File: src/rtl/fetch_pkg.sv
// Shared constants and buffer entry type for the instruction fetch stage.
package fetch_pkg;

    localparam logic [31:0] NOP_INSTR = 32'h0000_0013;
    localparam logic [31:0] PC_INC    = 32'd4;

    typedef struct packed {
        logic [31:0] pc;
        logic [31:0] instr;
    } fetch_entry_t;

endpackage

File: src/rtl/fetch_fifo.sv
// Small synchronous FIFO with clear; used for pending PCs and fetched words.
module fetch_fifo #(
    parameter  int WIDTH = 32,
    parameter  int DEPTH = 2,
    localparam int AW    = (DEPTH > 1) ? $clog2(DEPTH) : 1,
    localparam int CW    = $clog2(DEPTH) + 1
) (
    input  logic             clk_i,
    input  logic             rst_ni,
    input  logic             push_i,
    input  logic             pop_i,
    input  logic             clear_i,
    input  logic [WIDTH-1:0] data_i,
    output logic [WIDTH-1:0] head_o,
    output logic [CW-1:0]    count_o
);

    logic [WIDTH-1:0] mem_q [DEPTH];
    logic [AW-1:0]    wr_ptr_q;
    logic [AW-1:0]    rd_ptr_q;
    logic [CW-1:0]    cnt_q;
    logic             do_push;
    logic             do_pop;

    assign do_push = push_i & ~clear_i & (cnt_q != CW'(DEPTH));
    assign do_pop  = pop_i & ~clear_i & (cnt_q != '0);

    always_ff @(posedge clk_i) begin
        if (!rst_ni || clear_i) begin
            wr_ptr_q <= '0;
            rd_ptr_q <= '0;
            cnt_q    <= '0;
        end else begin
            if (do_push) wr_ptr_q <= wr_ptr_q + AW'(1);
            if (do_pop)  rd_ptr_q <= rd_ptr_q + AW'(1);
            cnt_q <= cnt_q + {{(CW-1){1'b0}}, do_push}
                           - {{(CW-1){1'b0}}, do_pop};
        end
    end

    always_ff @(posedge clk_i) begin
        if (do_push) mem_q[wr_ptr_q] <= data_i;
    end

    assign head_o  = mem_q[rd_ptr_q];
    assign count_o = cnt_q;

endmodule

File: src/rtl/fetch_unit.sv
// Instruction fetch stage: PC, credit-limited imem requests, response buffer.
// Optional FETCH_PERF_CNT_EN adds fetch/drop performance counters.
module fetch_unit
    import fetch_pkg::*;
#(
    parameter logic [31:0] RESET_PC  = 32'h0000_0000,
    parameter int          BUF_DEPTH = 2
) (
    input  logic        clk_in,
    input  logic        rst_in,
    input  logic        stall_in,
    input  logic        branch_taken_in,
    input  logic [31:0] branch_pc_in,
    output logic        imem_req_out,
    output logic [31:0] imem_addr_out,
    input  logic        imem_gnt_in,
    input  logic        imem_rvalid_in,
    input  logic [31:0] imem_rdata_in,
    output logic [31:0] instr_out,
    output logic [31:0] pc_out,
    output logic        instr_valid_out,
`ifdef FETCH_PERF_CNT_EN
    output logic [31:0] fetch_cnt_out,
    output logic [31:0] drop_cnt_out,
`endif
    output logic        flush_out
);

    localparam int            CW     = $clog2(BUF_DEPTH) + 1;
    localparam logic [CW:0]   CREDIT = (CW+1)'(BUF_DEPTH);

    logic [31:0]  pc_q, pc_d;
    logic [31:0]  pc_last_q;
    logic [CW-1:0] drop_q, drop_d;
    logic [CW-1:0] pend_cnt;
    logic [CW-1:0] buf_cnt;
    logic [31:0]  pend_head;
    logic [CW:0]  credit_use;
    logic         fire;
    logic         rsp_ok;
    logic         rsp_keep;
    logic         pop;
    fetch_entry_t buf_in;
    fetch_entry_t buf_head;
    logic         unused_pc_lsb;

    assign unused_pc_lsb = ^branch_pc_in[1:0];

    // Credit covers both outstanding requests and buffered words.
    assign credit_use = {1'b0, pend_cnt} + {1'b0, buf_cnt} + (CW+1)'(1);

    assign imem_req_out  = rst_in & ~branch_taken_in & (credit_use <= CREDIT);
    assign imem_addr_out = pc_q;

    assign fire     = imem_req_out & imem_gnt_in;
    assign rsp_ok   = imem_rvalid_in & (pend_cnt != '0);
    assign rsp_keep = rsp_ok & (drop_q == '0) & ~branch_taken_in;
    assign pop      = instr_valid_out & ~stall_in & ~branch_taken_in;
    assign buf_in   = {pend_head, imem_rdata_in};

    always_comb begin
        pc_d = pc_q;
        if (branch_taken_in) pc_d = {branch_pc_in[31:2], 2'b00};
        else if (fire)       pc_d = pc_q + PC_INC;
    end

    // Pending count already includes earlier drops, so a redirect just
    // re-arms the drop counter with everything still outstanding.
    always_comb begin
        drop_d = drop_q;
        if (branch_taken_in)
            drop_d = pend_cnt - {{(CW-1){1'b0}}, rsp_ok};
        else if (rsp_ok && drop_q != '0)
            drop_d = drop_q - CW'(1);
    end

    always_ff @(posedge clk_in) begin
        if (!rst_in) begin
            pc_q      <= RESET_PC;
            drop_q    <= '0;
            pc_last_q <= '0;
        end else begin
            pc_q   <= pc_d;
            drop_q <= drop_d;
            if (instr_valid_out) pc_last_q <= buf_head.pc;
        end
    end

    fetch_fifo #(
        .WIDTH (32),
        .DEPTH (BUF_DEPTH)
    ) u_pend (
        .clk_i   (clk_in),
        .rst_ni  (rst_in),
        .push_i  (fire),
        .pop_i   (rsp_ok),
        .clear_i (1'b0),
        .data_i  (pc_q),
        .head_o  (pend_head),
        .count_o (pend_cnt)
    );

    fetch_fifo #(
        .WIDTH ($bits(fetch_entry_t)),
        .DEPTH (BUF_DEPTH)
    ) u_buf (
        .clk_i   (clk_in),
        .rst_ni  (rst_in),
        .push_i  (rsp_keep),
        .pop_i   (pop),
        .clear_i (branch_taken_in),
        .data_i  (buf_in),
        .head_o  (buf_head),
        .count_o (buf_cnt)
    );

    assign instr_valid_out = buf_cnt != '0;
    assign instr_out = instr_valid_out ? buf_head.instr : NOP_INSTR;
    assign pc_out    = instr_valid_out ? buf_head.pc : pc_last_q;
    assign flush_out = ~instr_valid_out | branch_taken_in;

`ifdef FETCH_PERF_CNT_EN
    logic [31:0] fetch_cnt_q;
    logic [31:0] drop_perf_q;
    logic [31:0] drop_inc;

    always_comb begin
        drop_inc = 32'(rsp_ok & (branch_taken_in | (drop_q != '0)));
        if (branch_taken_in) drop_inc = drop_inc + 32'(buf_cnt);
    end

    always_ff @(posedge clk_in) begin
        if (!rst_in) begin
            fetch_cnt_q <= '0;
            drop_perf_q <= '0;
        end else begin
            fetch_cnt_q <= fetch_cnt_q + 32'(pop);
            drop_perf_q <= drop_perf_q + drop_inc;
        end
    end

    assign fetch_cnt_out = fetch_cnt_q;
    assign drop_cnt_out  = drop_perf_q;
`endif

    rsp_without_req_a: assert property (
        @(posedge clk_in) disable iff (!rst_in)
        imem_rvalid_in |-> (pend_cnt != '0)
    );

endmodule
File: config.mk
export PLATFORM = sky130hd
export DESIGN_NAME = fetch_unit
export DESIGN_NICKNAME = d
export VERILOG_FILES = /design/src/rtl/fetch_pkg.sv /design/src/rtl/fetch_fifo.sv /design/src/rtl/fetch_unit.sv
export SDC_FILE = /design/constraint.sdc
export NUM_CORES = 1
export LEC_CHECK = 0
export BUFFER_PORTS_ARGS = -buffer_cell sky130_fd_sc_hd__buf_4
export CAP_MARGIN = 20
export CORE_MARGIN = 4
export CORE_UTILIZATION = 49
export DETAILED_ROUTE_END_ITERATION = 10
export PLACE_DENSITY = 0.71
export SLEW_MARGIN = 40
export SYNTH_ARGS = -nofsm -noshare
export SYNTH_HDL_FRONTEND = slang
export SYNTH_SLANG_ARGS = --single-unit
File: constraint.sdc
create_clock -name clk_in -period 4.9 [get_ports clk_in]
set_input_delay 0.98 -clock clk_in [delete_from_list [all_inputs] [get_ports clk_in]]
set_output_delay 0.98 -clock clk_in [all_outputs]
set_load 0.02 [all_outputs]
==> results of run 1 <==
synthesized netlist by cell type (all sizes together), types with 5 or more instances:
master	n
edfxtp	184
dfxtp	74
mux2i	62
nand2	62
nor2	60
o21ai	50
and2	40
mux2	31
clkbuf	26
a21oi	23
buf	15
inv	14
xor2	14
nand4	12
a31oi	10
nand3	10
ha	8
and3	7
xnor2	7
nor3	6
a32oi	5
cells by family after synthesis:
| family | count (synthesis) |
|---|---|
| mux | 93 |
| buf+inv | 55 |
| xor+xnor | 21 |
| fa+ha+maj | 9 |
| simple gates | 215 |
| compound gates | 111 |
| flops | 258 |
| other cells | 1 |
per-layer routing:
metal,part of all wire,up-vias,global-route usage
met5,0,-,0
met4,0.021,0,0.0496
met3,0.049,35,0.0264
met2,0.48,170,0.287
met1,0.45,3022,0.251
li1,-,3126,-
metrics by stage:
stage                     setup WS, ns   util
after CTS                         1.55  0.620
final                             1.60  0.620
after floorplan                 0.0645      -
after global routing              1.46  0.620
after global placement            1.44  0.577
after detailed placement          1.42  0.578
power by group:
| part | internal, mW | switching [mW] | leakage [nW] |
|---|---|---|---|
| combinational | 0.299 | 0.386 | 1.90 |
| clock | 1.24 | 0.744 | 0.422 |
| sequential | 2.54 | 0.0847 | 2.28 |
sequential cells by signal, indices dropped and copies added (netlist names), named ones only:
name,count
u_pend.rd_ptr_q,1
u_pend.wr_ptr_q,1
u_buf.wr_ptr_q,1
u_pend.mem_q,60
imem_addr_out,30
drop_q,2
pc_last_q,32
u_buf.count_o,2
u_pend.count_o,2
u_buf.mem_q,124
u_buf.rd_ptr_q,1
area by class of cell:
cell class / instances / area share
inverters: 14 / 0.00416
well taps: 270 / 0.0267
clock inverters: 11 / 0.0144
multi-input cells: 451 / 0.239
clock buffers: 35 / 0.0541
flip-flops and latches: 258 / 0.555
repair buffers: 178 / 0.107
worst paths after layout:
kind | cells after the start | slack, ns | to | from
worst max-delay path | 4 | 1.60 | instr_out[26] | flop
worst min-delay path | 1 | 0.49 | pc_last_q[1] | pc_last_q[1]
worst max register to register | 9 | 1.88 | u_pend.mem_q[1][3] | u_buf.count_o[0]
worst min register to register | 1 | 0.49 | pc_last_q[1] | pc_last_q[1]
cells in the final DEF (no fill, tap or decap), drive strengths merged, types with 2 or more instances in the layout:
master  Yosys  routed
a21oi      23      23
nand2b      2       2
clkbuf     26      35
edfxtp    184     184
nor4        4       4
a22oi       4       4
ha          8       8
a32oi       5       5
o21a        2       2
mux2       31      31
a211oi      2       2
bufinv      0       5
nor3        6       6
and4        2       2
nand4      12      12
and2       40      40
xnor2       7       7
nand2      62      62
nor2b       3       3
conb        1       2
and3        7       7
xor2       14      14
inv        14      15
o311ai      3       3
dfxtp      74      74
nor2       60      60
o21ai      50      50
nand3      10      10
o22ai       4       4
a31oi      10      10
clkinv      0       5
or3         4       4
buf        15     178
mux2i      62      62
a221oi      2       2
critical path: stages (launching register included):
cell and delay, ns:
dfxtp_4 0.81, buf_4 0.49, mux2i_1 0.25, nor2_1 0.07, buf_4 0.17
==> flow_metrics.env, run 1 <==
export IMPL_standard_cell_row_count=52
export IMPL_fin_cells=1217
export IMPL_nNetsFinal=1007
export IMPL_fp_dieArea_mm2=0.0233
export IMPL_worst_slew_margin_rel=0.459
export IMPL_timing_setup_tns_ns=0
export IMPL_timing_worst_slew_pin_value_ns=0.812
export IMPL_n_fill_cell=1561
export IMPL_ys_ff_latch=258
export IMPL_worst_path_max_fanout=40
export IMPL_yosys_area_share_simple=0.104
export IMPL_dieWidth_um=153
export IMPL_antenna_violating_nets_post_route=0
export IMPL_final_period_utilization=0.674
export IMPL_post_route_min_period_ns=3.30
export IMPL_placedInstanceArea_mm2=0.0118
export IMPL_clk_path_buf_depth=3
export IMPL_grt_util_all_layers=0.177
export IMPL_synth_fa_ha_area_frac=0.0117
export IMPL_share_of_the_yosys_chip_area_belonging_to_registers=0.685
export IMPL_endpoint_class_of_the_critical_path="primary output"
export IMPL_routed_via_count=6353
export IMPL_seqCellArea_mm2=0.00701
export IMPL_yosys_area_top_type="edfxtp_1"
export IMPL_synthDistinctLibCells=50
export IMPL_post_cts_resized=0
export IMPL_cts_htree_levels=1
export IMPL_wl_um=20900
export IMPL_synth_top_family_by_area="simple AND/OR/NAND/NOR gates"
export IMPL_number_of_antenna_violations_at_the_first_check_in_global_routing=0
export IMPL_grt_max_degree=63
export IMPL_post_route_cells_drive_above_1_share=0.270
export IMPL_grt_setup_unrepaired="no"
export IMPL_fp_coreArea_mm2=0.0204
export IMPL_clk_transition_reported_paths_ns=0.06
export IMPL_synth_mux_area_frac=0.0948
export IMPL_layout_area_overhead_vs_synth_pct=23.5
export IMPL_setup_violations_final=0
export IMPL_first_pass_iteration_count_of_the_detailed_router=4
export IMPL_post_drt_via_cell_ratio=5.22
export IMPL_drcViolationCount=0
export IMPL_timing_critical_path_required_ns=3.92
export IMPL_finalHoldViolCount=0
export IMPL_overflow=0
export IMPL_pin_count=169
export IMPL_clk_root_buffer_cell="clkbuf_16"
export IMPL_initial_core_utilization=0.502
export IMPL_hold_ws_ns=0.489
export IMPL_area_share_of_the_largest_cell_type_after_synthesis=0.540
export IMPL_finalWeightedCongestion=0.822
export IMPL_via_count_of_the_first_global_routing_pass=6315
export IMPL_number_of_buffers_created_by_cts=25
export IMPL_post_cts_setup_buffer_count=0
export IMPL_vdd_ir_drop_worst_mv=0.237
export IMPL_synthCells=763
export IMPL_wire_length_of_the_first_global_routing_pass_um=33800
export IMPL_netlist_top_cells_area="edfxtp_1 54%, dfxtp_1 14%, mux2i_1 6.1%"
export IMPL_cts_sinks=258
export IMPL_numPlacedInstances=1171
export IMPL_synth_xor_area_frac=0.0180
export IMPL_clock_latency_ns=0.51
export IMPL_antennaDiodeCount=0
export IMPL_tritoncts="built"
export IMPL_wire_per_inst_um=17.1
export IMPL_netlist_area_mm2=0.0102
export IMPL_arrival_ns=2.32
export IMPL_synth_enable_flop_cells=184
export IMPL_post_route_cell_area_mm2=0.0126
export IMPL_avg_inst_size_synth_um2=13.4
export IMPL_hp_class="reg2reg"
export IMPL_timing_setup_critical_path_class="reg2out"
export IMPL_multi_input_combinational_cell_area_mm2=0.00302
export IMPL_maxClockFrequency_ghz=0.303
export IMPL_async_flop_share=0
export IMPL_slew_viol_final=0
export IMPL_critPathLaunchType="flop"
export IMPL_report_power_total_mw=5.29
export IMPL_drv_cap=0
export IMPL_outcome="finished, final reports clean"
export IMPL_drt_iter0_markers=392
export IMPL_synth_compound_area_frac=0.0643
export IMPL_buffer_ports_inserted=164
export IMPL_timing_clock_skew_ns=0.00904
export IMPL_power_per_cell_area_mw_per_mm2=419
export IMPL_synth_flop_cell="edfxtp_1"
export IMPL_p_leak_nw=4.60
export IMPL_chip_height_um=153
export IMPL_detailed_place_hpwl_um=14000
export IMPL_yosysWarningCount=0
export IMPL_post_cts_hold_buffer_count=0
Power figures use the tool's default switching activity.
==> run 2: changes to the inputs <==
- ABC_AREA: default -> 1
- PLACE_DENSITY: 0.71 -> 0.68
- clock period: 4.9 -> 3.45 ns (I/O delays scaled with it)
==> flow_metrics.env, run 2 <==
export IMPL_clk_path_buf_depth=3
export IMPL_timing_clock_skew_ns=0.00870
export IMPL_pin_count=169
export IMPL_clk_transition_reported_paths_ns=0.06
export IMPL_post_drt_via_cell_ratio=5.10
export IMPL_synth_enable_flop_cells=184
export IMPL_chip_height_um=155
export IMPL_post_cts_hold_buffer_count=0
export IMPL_number_of_antenna_violations_at_the_first_check_in_global_routing=0
export IMPL_share_of_the_yosys_chip_area_belonging_to_registers=0.658
export IMPL_most_frequently_used_cell_type_in_the_post_synthesis_netlist="nand2_1"
export IMPL_detailed_place_hpwl_um=14700
export IMPL_overflow=0
export IMPL_wire_per_inst_um=16.1
export IMPL_wl_um=23300
export IMPL_wire_length_of_the_first_global_routing_pass_um=37100
export IMPL_final_core_utilization=0.613
export IMPL_swShare=0.243
export IMPL_cts_sinks=258
export IMPL_buffer_ports_inserted=164
export IMPL_worst_path_max_fanout=59
export IMPL_combinationalPowerShare=0.135
export IMPL_antennaDiodeCount=0
export IMPL_p_leak_nw=5.16
export IMPL_cell_int_power_mw=5.59
export IMPL_antenna_violating_nets_post_route=0
export IMPL_dieWidth_um=155
export IMPL_synth_flop_cell="edfxtp_1"
export IMPL_drcViolationCount=0
export IMPL_share_seq_of_total_power=0.495
export IMPL_setup_violations_final=0
export IMPL_synthCells=988
export IMPL_clk_root_buffer_cell="clkbuf_16"
export IMPL_layout_cells_most_common_list="210 x nand2_1, 184 x edfxtp_1, 171 x buf_4"
export IMPL_power_per_cell_area_mw_per_mm2=568
export IMPL_tritoncts="built"
export IMPL_arrival_ns=2.22
export IMPL_initial_core_utilization=0.502
export IMPL_n_fill_cell=1742
export IMPL_finalHoldViolCount=0
export IMPL_outcome="finished, final reports clean"
export IMPL_slew_viol_final=0
export IMPL_timing_critical_path_required_ns=2.76
export IMPL_yosysWarningCount=0
export IMPL_post_route_min_period_ns=2.91
export IMPL_netlist_top_cells_area="edfxtp_1 52%, dfxtp_1 14%, nand2_1 7.4%"
export IMPL_fp_coreArea_mm2=0.0212
export IMPL_area_share_of_the_largest_cell_type_after_synthesis=0.519
export IMPL_worst_slew_margin_rel=0.492
export IMPL_timing_setup_tns_ns=0
export IMPL_number_of_buffers_created_by_cts=26
export IMPL_netlist_area_mm2=0.0107
export IMPL_critPathLaunchType="flop"
export IMPL_post_cts_setup_buffer_count=0
export IMPL_timing_worst_slew_pin_value_ns=0.761
export IMPL_final_period_utilization=0.845
export IMPL_fp_dieArea_mm2=0.0242
export IMPL_avg_inst_size_synth_um2=10.8
export IMPL_largest_reg_flops=124
export IMPL_finalWeightedCongestion=0.859
export IMPL_maxClockFrequency_ghz=0.343
export IMPL_hp_class="in2reg"
export IMPL_first_pass_iteration_count_of_the_detailed_router=5
export IMPL_via_count_of_the_first_global_routing_pass=7236
export IMPL_drv_cap=0
export IMPL_routed_via_count=7358
export IMPL_regMostFlops="u_buf.mem_q"
export IMPL_yosys_area_top_type="edfxtp_1"
export IMPL_cts_htree_levels=1
export IMPL_timing_setup_critical_path_class="reg2out"
export IMPL_post_route_cells_drive_above_1_share=0.231
export IMPL_largest_registers="u_buf.mem_q: 124 flops, u_pend.mem_q: 60 flops, pc_last_q: 32 flops"
export IMPL_final_common_cell="nand2_1"
export IMPL_synthDistinctLibCells=33
export IMPL_clkPwrFrac=0.370
export IMPL_standard_cell_row_count=53
export IMPL_net_switching_power_mw=1.80
export IMPL_multi_input_combinational_cell_area_mm2=0.00313
export IMPL_clock_latency_ns=0.52
export IMPL_grt_util_all_layers=0.189
export IMPL_endpoint_class_of_the_critical_path="primary output"
export IMPL_async_flop_share=0
export IMPL_seqCellArea_mm2=0.00701
export IMPL_nNetsFinal=1228
export IMPL_layout_area_overhead_vs_synth_pct=22.1
export IMPL_grt_setup_unrepaired="no"
export IMPL_post_cts_resized=0
export IMPL_ys_ff_latch=258
export IMPL_drt_iter0_markers=434
export IMPL_vdd_ir_drop_worst_mv=0.320
export IMPL_post_synth_most_frequent_cells="210 x nand2_1, 184 x edfxtp_1, 124 x a21oi_1"
export IMPL_grt_max_degree=63
## run 2: cell count changes after synthesis, moves of 8 or more
| cell | change |
|---|---|
| a21oi_1 | +101 |
| a31oi_1 | -9 |
| and2_1 | -8 |
| clkbuf_1 | -8 |
| inv_1 | +63 |
| mux2i_1 | -62 |
| nand2_1 | +148 |
| nand3_1 | +28 |
| nand4_1 | -12 |
| nor2_1 | +20 |
| o21ai_0 | -14 |
## run 2: critical path, stage by stage (launching register included)
cell     delay [ns]
dfxtp_1        0.37
nor2_4         0.12
buf_4          0.56
a21oi_1        0.10
a21oi_1        0.33
buf_4          0.21
## run 2: final cells by class
| cell class | instances | area share |
|---|---|---|
| well taps | 275 | 0.0265 |
| inverters | 82 | 0.0240 |
| repair buffers | 175 | 0.105 |
| clock buffers | 40 | 0.0603 |
| flip-flops and latches | 258 | 0.539 |
| multi-input cells | 606 | 0.241 |
| clock inverters | 8 | 0.00481 |
## run 2: power by group through the flow
stage | sequential (mW) | combinational [mW] | clock, mW
after CTS | 3.65 | 1.01 | 2.79
after detailed placement | 3.72 | 1.00 | 0
after global routing | 3.67 | 1.11 | 2.91
after floorplan | 3.73 | 0.613 | 0
after global placement | 3.71 | 0.980 | 0
final | 3.65 | 0.999 | 2.73
## run 2: cell families (layout without fill, tap and decap cells)
logic type | count (synthesis) | after routing | share of synthesized area
fa+ha+maj | 9 | 9 | 0.0113
xor+xnor | 10 | 10 | 0.00822
flops | 258 | 258 | 0.658
other cells | 1 | 2 | 0.000352
mux | 30 | 30 | 0.0317
compound gates | 169 | 169 | 0.0806
buf+inv | 125 | 305 | 0.0505
simple gates | 386 | 386 | 0.159
## run 2: path summary, 6_finish.rpt
check	slack (ns)	depth (start not counted)	end	from
max	0.54	5	pc_out[15]	u_buf.count_o[1]
min	0.36	1	u_buf.mem_q[1][14]	imem_rdata_in[14]
max reg2reg	0.99	10	u_pend.mem_q[1][24]	u_buf.count_o[0]
min reg2reg	0.44	2	pc_last_q[1]	pc_last_q[1]
## run 2: stage by stage
stage | hold WS (ns) | std cells | worst slack [ns] | cell area [µm²] | power (mW)
global placement | 0.430 | 1396 | 0.946 | 12200 | 4.69
floorplan | 0.421 | 989 | 0.206 | 10700 | 4.34
finish | 0.355 | 1444 | 0.535 | 13000 | 7.39
CTS | 0.337 | 1444 | 0.452 | 13000 | 7.46
global route | 0.337 | 1444 | 0.399 | 13000 | 7.69
detailed placement | 0.434 | 1396 | 0.898 | 12200 | 4.72
## run 2: per-layer routing
metal	vias to the layer above	routed length, µm	global-route usage
li1	3642	-	-
met1	3458	10400	0.267
met2	229	10900	0.311
met3	29	1490	0.0289
met4	0	445	0.0425
met5	-	0	0
